$ cat config.mk
export PLATFORM = sky130hd
export DESIGN_NAME = param_shift_unit
export DESIGN_NICKNAME = d
export VERILOG_FILES = /design/src/rtl/param_shift_unit.sv
export SDC_FILE = /design/constraint.sdc
export NUM_CORES = 1
export LEC_CHECK = 0
export ABC_AREA = 0
export BUFFER_PORTS_ARGS = -buffer_cell sky130_fd_sc_hd__buf_2
export CAP_MARGIN = 40
export CORE_MARGIN = 5
export CORE_UTILIZATION = 45
export DETAILED_ROUTE_END_ITERATION = 6
export MAX_ROUTING_LAYER = met4
export PLACE_DENSITY = 0.73
export SYNTH_ARGS = -nofsm -noshare
export SYNTH_HDL_FRONTEND = slang
export SYNTH_SLANG_ARGS = --single-unit
$ cat constraint.sdc
create_clock -name clk -period 5 [get_ports clk]
set_clock_uncertainty 0.15 [all_clocks]
set_input_delay 0.25 -clock clk [delete_from_list [all_inputs] [get_ports clk]]
set_output_delay 0.25 -clock clk [all_outputs]
set_load 0.005 [all_outputs]
$ cat src/rtl/param_shift_unit.sv
// -----------------------------------------------------------------------------
// param_shift_unit
//   Multi-cycle shifter that moves the operand one bit per clock.
//   A start pulse captures din/amt/mode. The unit then performs amt single-bit
//   shifts (logical left, logical right, arithmetic right or rotate left),
//   spends one more cycle entering DONE, and pulses done for one cycle.
//   ovr collects every bit that falls off the end of a non-rotating shift.
//
// Ports
//   clk    : rising-edge clock
//   rst    : asynchronous active-high reset
//   start  : launch request, honoured only while not busy
//   din    : operand, captured at launch
//   amt    : shift count, captured at launch
//   mode   : 00 SLL, 01 SRL, 10 SRA, 11 ROL, captured at launch
//   result : registered working / final value
//   ovr    : registered sticky lost-bit flag
//   busy   : high while shifting
//   done   : one-cycle completion pulse
// -----------------------------------------------------------------------------
module param_shift_unit #(
    parameter int WIDTH = 8,
    parameter int AMT_W = 3
) (
    input  logic             clk,
    input  logic             rst,
    input  logic             start,
    input  logic [WIDTH-1:0] din,
    input  logic [AMT_W-1:0] amt,
    input  logic [1:0]       mode,
    output logic [WIDTH-1:0] result,
    output logic             ovr,
    output logic             busy,
    output logic             done
);

    typedef enum logic [1:0] {
        IDLE  = 2'b00,
        SHIFT = 2'b01,
        DONE  = 2'b10
    } state_t;

    typedef enum logic [1:0] {
        MODE_SLL = 2'b00,
        MODE_SRL = 2'b01,
        MODE_SRA = 2'b10,
        MODE_ROL = 2'b11
    } mode_t;

    state_t           r_state;
    state_t           w_next_state;
    logic [WIDTH-1:0] r_result;
    logic [WIDTH-1:0] w_next_result;
    logic             r_ovr;
    logic             w_next_ovr;
    logic [AMT_W-1:0] r_count;
    logic [AMT_W-1:0] w_next_count;
    mode_t            r_mode;
    mode_t            w_next_mode;

    always_ff @(posedge clk or posedge rst) begin
        if (rst) begin
            r_state  <= IDLE;
            r_result <= '0;
            r_ovr    <= 1'b0;
            r_count  <= '0;
            r_mode   <= MODE_SLL;
        end else begin
            r_state  <= w_next_state;
            r_result <= w_next_result;
            r_ovr    <= w_next_ovr;
            r_count  <= w_next_count;
            r_mode   <= w_next_mode;
        end
    end

    always_comb begin
        w_next_state  = r_state;
        w_next_result = r_result;
        w_next_ovr    = r_ovr;
        w_next_count  = r_count;
        w_next_mode   = r_mode;

        case (r_state)
            // DONE also accepts a launch so operations can run back-to-back.
            IDLE, DONE: begin
                if (start) begin
                    w_next_state  = SHIFT;
                    w_next_result = din;
                    w_next_count  = amt;
                    w_next_mode   = mode_t'(mode);
                    w_next_ovr    = 1'b0;
                end else begin
                    w_next_state  = IDLE;
                end
            end

            SHIFT: begin
                if (r_count != '0) begin
                    w_next_count = r_count - 1'b1;
                    case (r_mode)
                        MODE_SLL: begin
                            w_next_result = {r_result[WIDTH-2:0], 1'b0};
                            w_next_ovr    = r_ovr | r_result[WIDTH-1];
                        end
                        MODE_SRL: begin
                            w_next_result = {1'b0, r_result[WIDTH-1:1]};
                            w_next_ovr    = r_ovr | r_result[0];
                        end
                        MODE_SRA: begin
                            w_next_result = {r_result[WIDTH-1], r_result[WIDTH-1:1]};
                            w_next_ovr    = r_ovr | r_result[0];
                        end
                        MODE_ROL: begin
                            w_next_result = {r_result[WIDTH-2:0], r_result[WIDTH-1]};
                        end
                        default: ;
                    endcase
                end else begin
                    w_next_state = DONE;
                end
            end

            default: w_next_state = IDLE;
        endcase
    end

    assign result = r_result;
    assign ovr    = r_ovr;
    assign busy   = (r_state == SHIFT);
    assign done   = (r_state == DONE);

endmodule

==> results.toml, run 1 <==
[outcome]
status = "finished, final reports clean"

[synth]
yosysMostFrequentCell = "dfrtp_1"
synth_simple_gate_area_frac = 0.165
synth_xor_area_frac = 0.00937
async_flop_share = 1.00
synth_seq_cells = 16
synth_cells = 97
synthesis.area_um2 = 935
synth_edf_count = 0
ys_seq_area_frac = 0.428
synth_area_per_cell_um2 = 9.64
synth_compound_area_frac = 0.238
synth_common_cells = "dfrtp_1, nand2_1, nor2_1"
synth_top_area_share = 0.428
synthTopCellsByArea = "dfrtp_1, ha_1, a221oi_1"
ys.warnings.count = 0
synth_top_area_cell = "dfrtp_1"
synth_fa_ha_area_frac = 0.0803
synthFlopType = "dfrtp_1"
ys_types = 27
syn-num-nets = 119
muxShareOfSynthArea = 0
synth_top_family_by_area = "compound AO/OA/AOI/OAI gates"

[clock_tree]
cts_tree = "built"
cts_sinks = 16
numCtsBuffers = 3
cts_hold_buf = 1
clockBufferDepth = 2
clk_latency_ps = 280
root_buffer = "clkbuf_4"
htreeDepth = 1
clk_pin_slew_worst_paths_ps = 90
cts_resized = 0
postCtsSetupBuffers = 0

[pwr]
switching_power_mw = 0.336
p_leak_nw = 0.536
clkPwrFrac = 0.090
total_power_mw = 0.737
p_int_mw = 0.400
ir_drop_uv = 365
pwr-share-comb = 0.576
swShare = 0.457
pwr-share-seq = 0.334
powerDensity_nw_per_um2 = 675

[place]
hpwlAfterDp_um = 1460
gp_congestion = 0.855
place_area_um2 = 1060
place.port_buffers = 26
pre_cts_ws_ps = 3190

[final_layout]
area_growth_syn_to_layout_pct = 16.7
regArea_um2 = 400
n_fill_cell = 208
fin_nets = 146
fin_area_um2 = 1090
antenna_cells = 0
layout-drive-gt1-share = 0.303
multi_input_area_um2 = 460

[critical_path]
crit_family = "compound AO/OA/AOI/OAI gates"
r2r-end = "result[0]$_DFFE_PP0P_"
cp_max_fo = 17
cpPeakStageDelay_ps = 410
crit_required_ps = 5020
path_cells = "inv_1 > ha_1 > nand2b_4 > a21oi_4 > a2111oi_2 > a221o_1"
reg2reg_depth = 6
cp_data_arrival_time_ps = 1840
r2r_start = "r_count[0]$_DFFE_PP0P_"
crit_slowest_cell = "a21oi_4"
worstSetupEndpointType = "flop"
startpoint_type = "flop"
crit_buf_inv = 1
reg2reg_slack_ps = 3180
path_depth = 6
critPathKind = "reg2reg"

[route]
routedLengthMet1_um = 819
wl_met2_um = 965
wl_per_cell_um = 12.7
route.antenna.remaining_nets = 0
met3_length_um = 108
top_layer = "met3"
viasPerCell = 5.15
drt_iter0_drc = 15
drtPass1Iterations = 4
routed-via-count = 767
drc = 0
wl_um = 1890

[min_path]
min_to = "r_mode[1]$_DFFE_PP0P_"
min_path_type = "in2reg"
worstHoldStart = "mode[1]"
hold_depth = 3

[floorplan]
die_h_um = 55.6
start_util = 0.476
num_rows = 16
io_pins = 27
dieArea_um2 = 3090
die_w_um = 55.6
core_area_um2 = 1960

[timing]
post-route-period-util = 0.364
slew_viol_final = 0
slew_headroom = 0.591
grt_setup_unrepaired = "false"
layout_min_cycle_time_ps = 1820
setup_violations = 0
hold_slack_ps = 26.0
hold_violations = 0
fmax_mhz = 549
setup_tns_ps = 0
max_slew.worst_pin.slew_ps = 613
worst_slack_ps = 3180

[global_routing]
grt_pass1_vias = 764
grt_usage = 0.133
antenna_found_initial = 0
grt_overflow = 0
grt_pass1_wl_um = 3240
grt_max_degree = 18

[job]
drv_cap = 0
## layer usage
| layer | vias up | GRT usage |
|---|---|---|
| met5 | - | - |
| li1 | 391 | - |
| met2 | 17 | 0.226 |
| met4 | 0 | 0.0521 |
| met1 | 359 | 0.148 |
| met3 | 0 | 0.0348 |
## cell type report
class / count / area share
well taps: 27 / 0.0310
repair buffers: 27 / 0.128
inverters: 9 / 0.0310
flip-flops and latches: 16 / 0.367
clock buffers: 3 / 0.0206
multi-input cells: 67 / 0.422
## power by group through the flow
stage                     Clock (mW)  Combinational [mW]  Sequential, mW
final                         0.0667               0.424           0.246
after global routing          0.0741               0.480           0.257
after CTS                     0.0688               0.429           0.247
after detailed placement           0               0.428           0.250
after global placement             0               0.417           0.248
after floorplan                    0               0.355           0.244
## stage by stage
stage                     utilization  instances
after floorplan                     -         97
after global placement          0.540        145
after detailed placement        0.540        145
after CTS                       0.556        149
after global routing            0.556        149
final                           0.556        149
## cell families (layout without fill, tap and decap cells)
family	Yosys count	count (layout)
AND/OR/NAND/NOR	32	32
AO/OA/AOI/OAI	28	28
flip-flops	16	16
buffers and inverters	14	39
adder cells (fa/ha/maj)	6	6
XOR/XNOR	1	1
## registers in the layout, indices dropped and copies added, names as in the netlist
name / flops
ovr: 1
r_count: 3
r_mode: 2
r_state: 2
result: 8
## how the worst max path moves through the flow
stage / startpoint / to
6_report: r_count[0]$_DFFE_PP0P_ / result[0]$_DFFE_PP0P_
5_1_grt: r_count[0]$_DFFE_PP0P_ / ovr$_DFFE_PP0P_
4_1_cts: r_count[0]$_DFFE_PP0P_ / result[0]$_DFFE_PP0P_
3_5_place_dp: r_count[0]$_DFFE_PP0P_ / result[0]$_DFFE_PP0P_
3_3_place_gp: r_count[0]$_DFFE_PP0P_ / result[0]$_DFFE_PP0P_
2_1_floorplan: r_mode[0]$_DFFE_PP0P_ / result[1]$_DFFE_PP0P_
## layout by cell type, fill, tap and decap left out, types with 2 or more instances in the layout
master and count:
buf_2 26, inv_1 7, nand2_1 12, nor2_1 12, dfrtp_1 16, a21oi_1 4, ha_1 6, o31ai_1 6
nand3_1 3, clkbuf_4 3, o21ai_0 4, nand2b_4 2, a221oi_1 6, inv_2 2
## worst register-to-register path, stage by stage, from the launching register on
cell	delay [ps]
dfrtp_1	370
inv_1	120
ha_1	230
nand2b_4	90
a21oi_4	410
a2111oi_2	70
a221o_1	270
Power figures use the tool's default switching activity.
==> run 2: changes to the inputs <==
--- a/config.mk
+++ b/config.mk
@@ -12,7 +12,7 @@
 export CORE_UTILIZATION = 45
 export DETAILED_ROUTE_END_ITERATION = 6
 export MAX_ROUTING_LAYER = met4
-export PLACE_DENSITY = 0.73
+export PLACE_DENSITY = 0.76
 export SYNTH_ARGS = -nofsm -noshare
 export SYNTH_HDL_FRONTEND = slang
 export SYNTH_SLANG_ARGS = --single-unit
==> constraint.sdc (replaced) <==
create_clock -name clk -period 1.52 [get_ports clk]
set_clock_uncertainty 0.15 [all_clocks]
set_input_delay 0.076 -clock clk [delete_from_list [all_inputs] [get_ports clk]]
set_output_delay 0.076 -clock clk [all_outputs]
set_load 0.005 [all_outputs]
==> results.toml, run 2 (synthesis results as in run 1) <==
[outcome]
status = "finished with violations"
violations = "setup timing"

[clock_tree]
clk_latency_ps = 290
cts_sinks = 16
root_buffer = "clkbuf_4"
clockBufferDepth = 2
numCtsBuffers = 3
cts_tree = "built"
clk_pin_slew_worst_paths_ps = 90
htreeDepth = 1

[timing]
slew_viol_final = 0
layout_min_cycle_time_ps = 1560
hold_slack_ps = 202
post-route-period-util = 1.03
setup_violations = 5
setup_tns_ps = -94.2
worst_slack_ps = -39.1
hold_violations = 0
max_slew.worst_pin.slew_ps = 618
fmax_mhz = 641
grt_setup_unrepaired = "true"
slew_headroom = 0.588

[route]
wl_um = 2430
viasPerCell = 5.12
wl_per_cell_um = 13.7
drc = 0
drt_iter0_drc = 8
route.antenna.remaining_nets = 0
drtPass1Iterations = 4
routed-via-count = 906

[critical_path]
cp_data_arrival_time_ps = 1590
reg2reg_depth = 5
crit_end = "result[6]$_DFFE_PP0P_"
cp_max_fo = 7
r2r_start = "r_mode[0]$_DFFE_PP0P_"
crit_buf_inv = 1
crit_required_ps = 1550
crit_family = "flip-flops"
critPathKind = "reg2reg"
crit_slowest_cell = "dfrtp_1"
reg2reg_slack_ps = -40
startpoint_type = "flop"
worstSetupEndpointType = "flop"
cpPeakStageDelay_ps = 400
path_depth = 5
startpoint = "r_mode[0]$_DFFE_PP0P_"
r2r-end = "result[6]$_DFFE_PP0P_"
path_cells = "inv_2 > ha_4 > or2_4 > a221oi_2 > o31ai_1"

[floorplan]
die_h_um = 55.6
num_rows = 16
die_w_um = 55.6
dieArea_um2 = 3090
core_area_um2 = 1960
io_pins = 27
start_util = 0.476

[global_routing]
grt_pass1_vias = 919
grt_overflow = 0
antenna_found_initial = 0
grt_max_degree = 17
grt_usage = 0.172
grt_pass1_wl_um = 4110

[min_path]
worstHoldStart = "start"
min_path_type = "in2reg"

[final_layout]
layout_commonest_cell = "buf_2"
final_cell_mix = "buf_2, dfrtp_1, dlygate4sd3_1"
largest_reg_flops = 8
antenna_cells = 0
area_growth_syn_to_layout_pct = 57.0
layout-drive-gt1-share = 0.500
fin_nets = 174

[place]
gp_congestion = 0.852
hpwlAfterDp_um = 1630
place.port_buffers = 26

[pwr]
powerDensity_nw_per_um2 = 2260
p_leak_nw = 0.682
ir_drop_uv = 1670
total_power_mw = 3.31

[job]
drv_cap = 0
run 2: cell count changes in the layout (fill, tap and decap cells not counted), sizes merged:
cell / previous run / this run
buf: 26 / 41
dlygate4sd3: 1 / 14
run 2: timing repair:
item,CTS,global route
gates cloned,0,1
hold endpoints to repair,29,0
setup buffers,0,6
hold buffers,14,0
gates resized for setup,7,14
pin swaps,3,6
setup endpoints to repair,9,12
run 2: layer usage:
layer / part of all wire / vias up / GRT usage
met4: 0.0095 / 0 / 0.0625
met1: 0.43 / 428 / 0.202
met2: 0.49 / 24 / 0.269
li1: - / 452 / -
met5: 0 / - / -
met3: 0.061 / 2 / 0.0650
run 2: worst register-to-register path, stage by stage (launching register included):
cell,delay (ps)
dfrtp_1,400
inv_2,80
ha_4,170
or2_4,270
a221oi_2,280
o31ai_1,90
run 2: where the power goes:
| group | internal (mW) | switching, mW | total [mW] |
|---|---|---|---|
| logic | 1.11 | 1.12 | 2.23 |
| registers | 0.642 | 0.217 | 0.859 |
| clock network | 0.0921 | 0.133 | 0.226 |
run 2: stage by stage:
step	utilization	instances	worst slack [ps]	instance area, um^2
global route	0.748	177	-135	1470
finish	0.748	177	-39.1	1470
CTS	0.692	170	-33.9	1360
global placement	0.599	153	-62.0	1180
floorplan	-	97	-16.8	992
detailed placement	0.599	153	-110	1180
run 2: worst min path at each step:
stage / cells past startpoint / slack (ps) / endpoint
2_1_floorplan: 1 / -160 / ovr$_DFFE_PP0P_
3_3_place_gp: 2 / 30 / r_count[2]$_DFFE_PP0P_
3_5_place_dp: 2 / 40 / r_count[0]$_DFFE_PP0P_
4_1_cts: 4 / 90 / r_state[0]$_DFFE_PP0P_
5_1_grt: 5 / 230 / r_state[0]$_DFFE_PP0P_
6_report: 4 / 200 / ovr$_DFFE_PP0P_
run 2: cell type report:
cell class / count / area (um^2)
clock buffers: 3 / 22.5
repair buffers: 55 / 388
inverters: 9 / 36.3
multi-input cells: 67 / 586
well taps: 27 / 33.8
fillers: 144 / 494
flip-flops and latches: 16 / 402
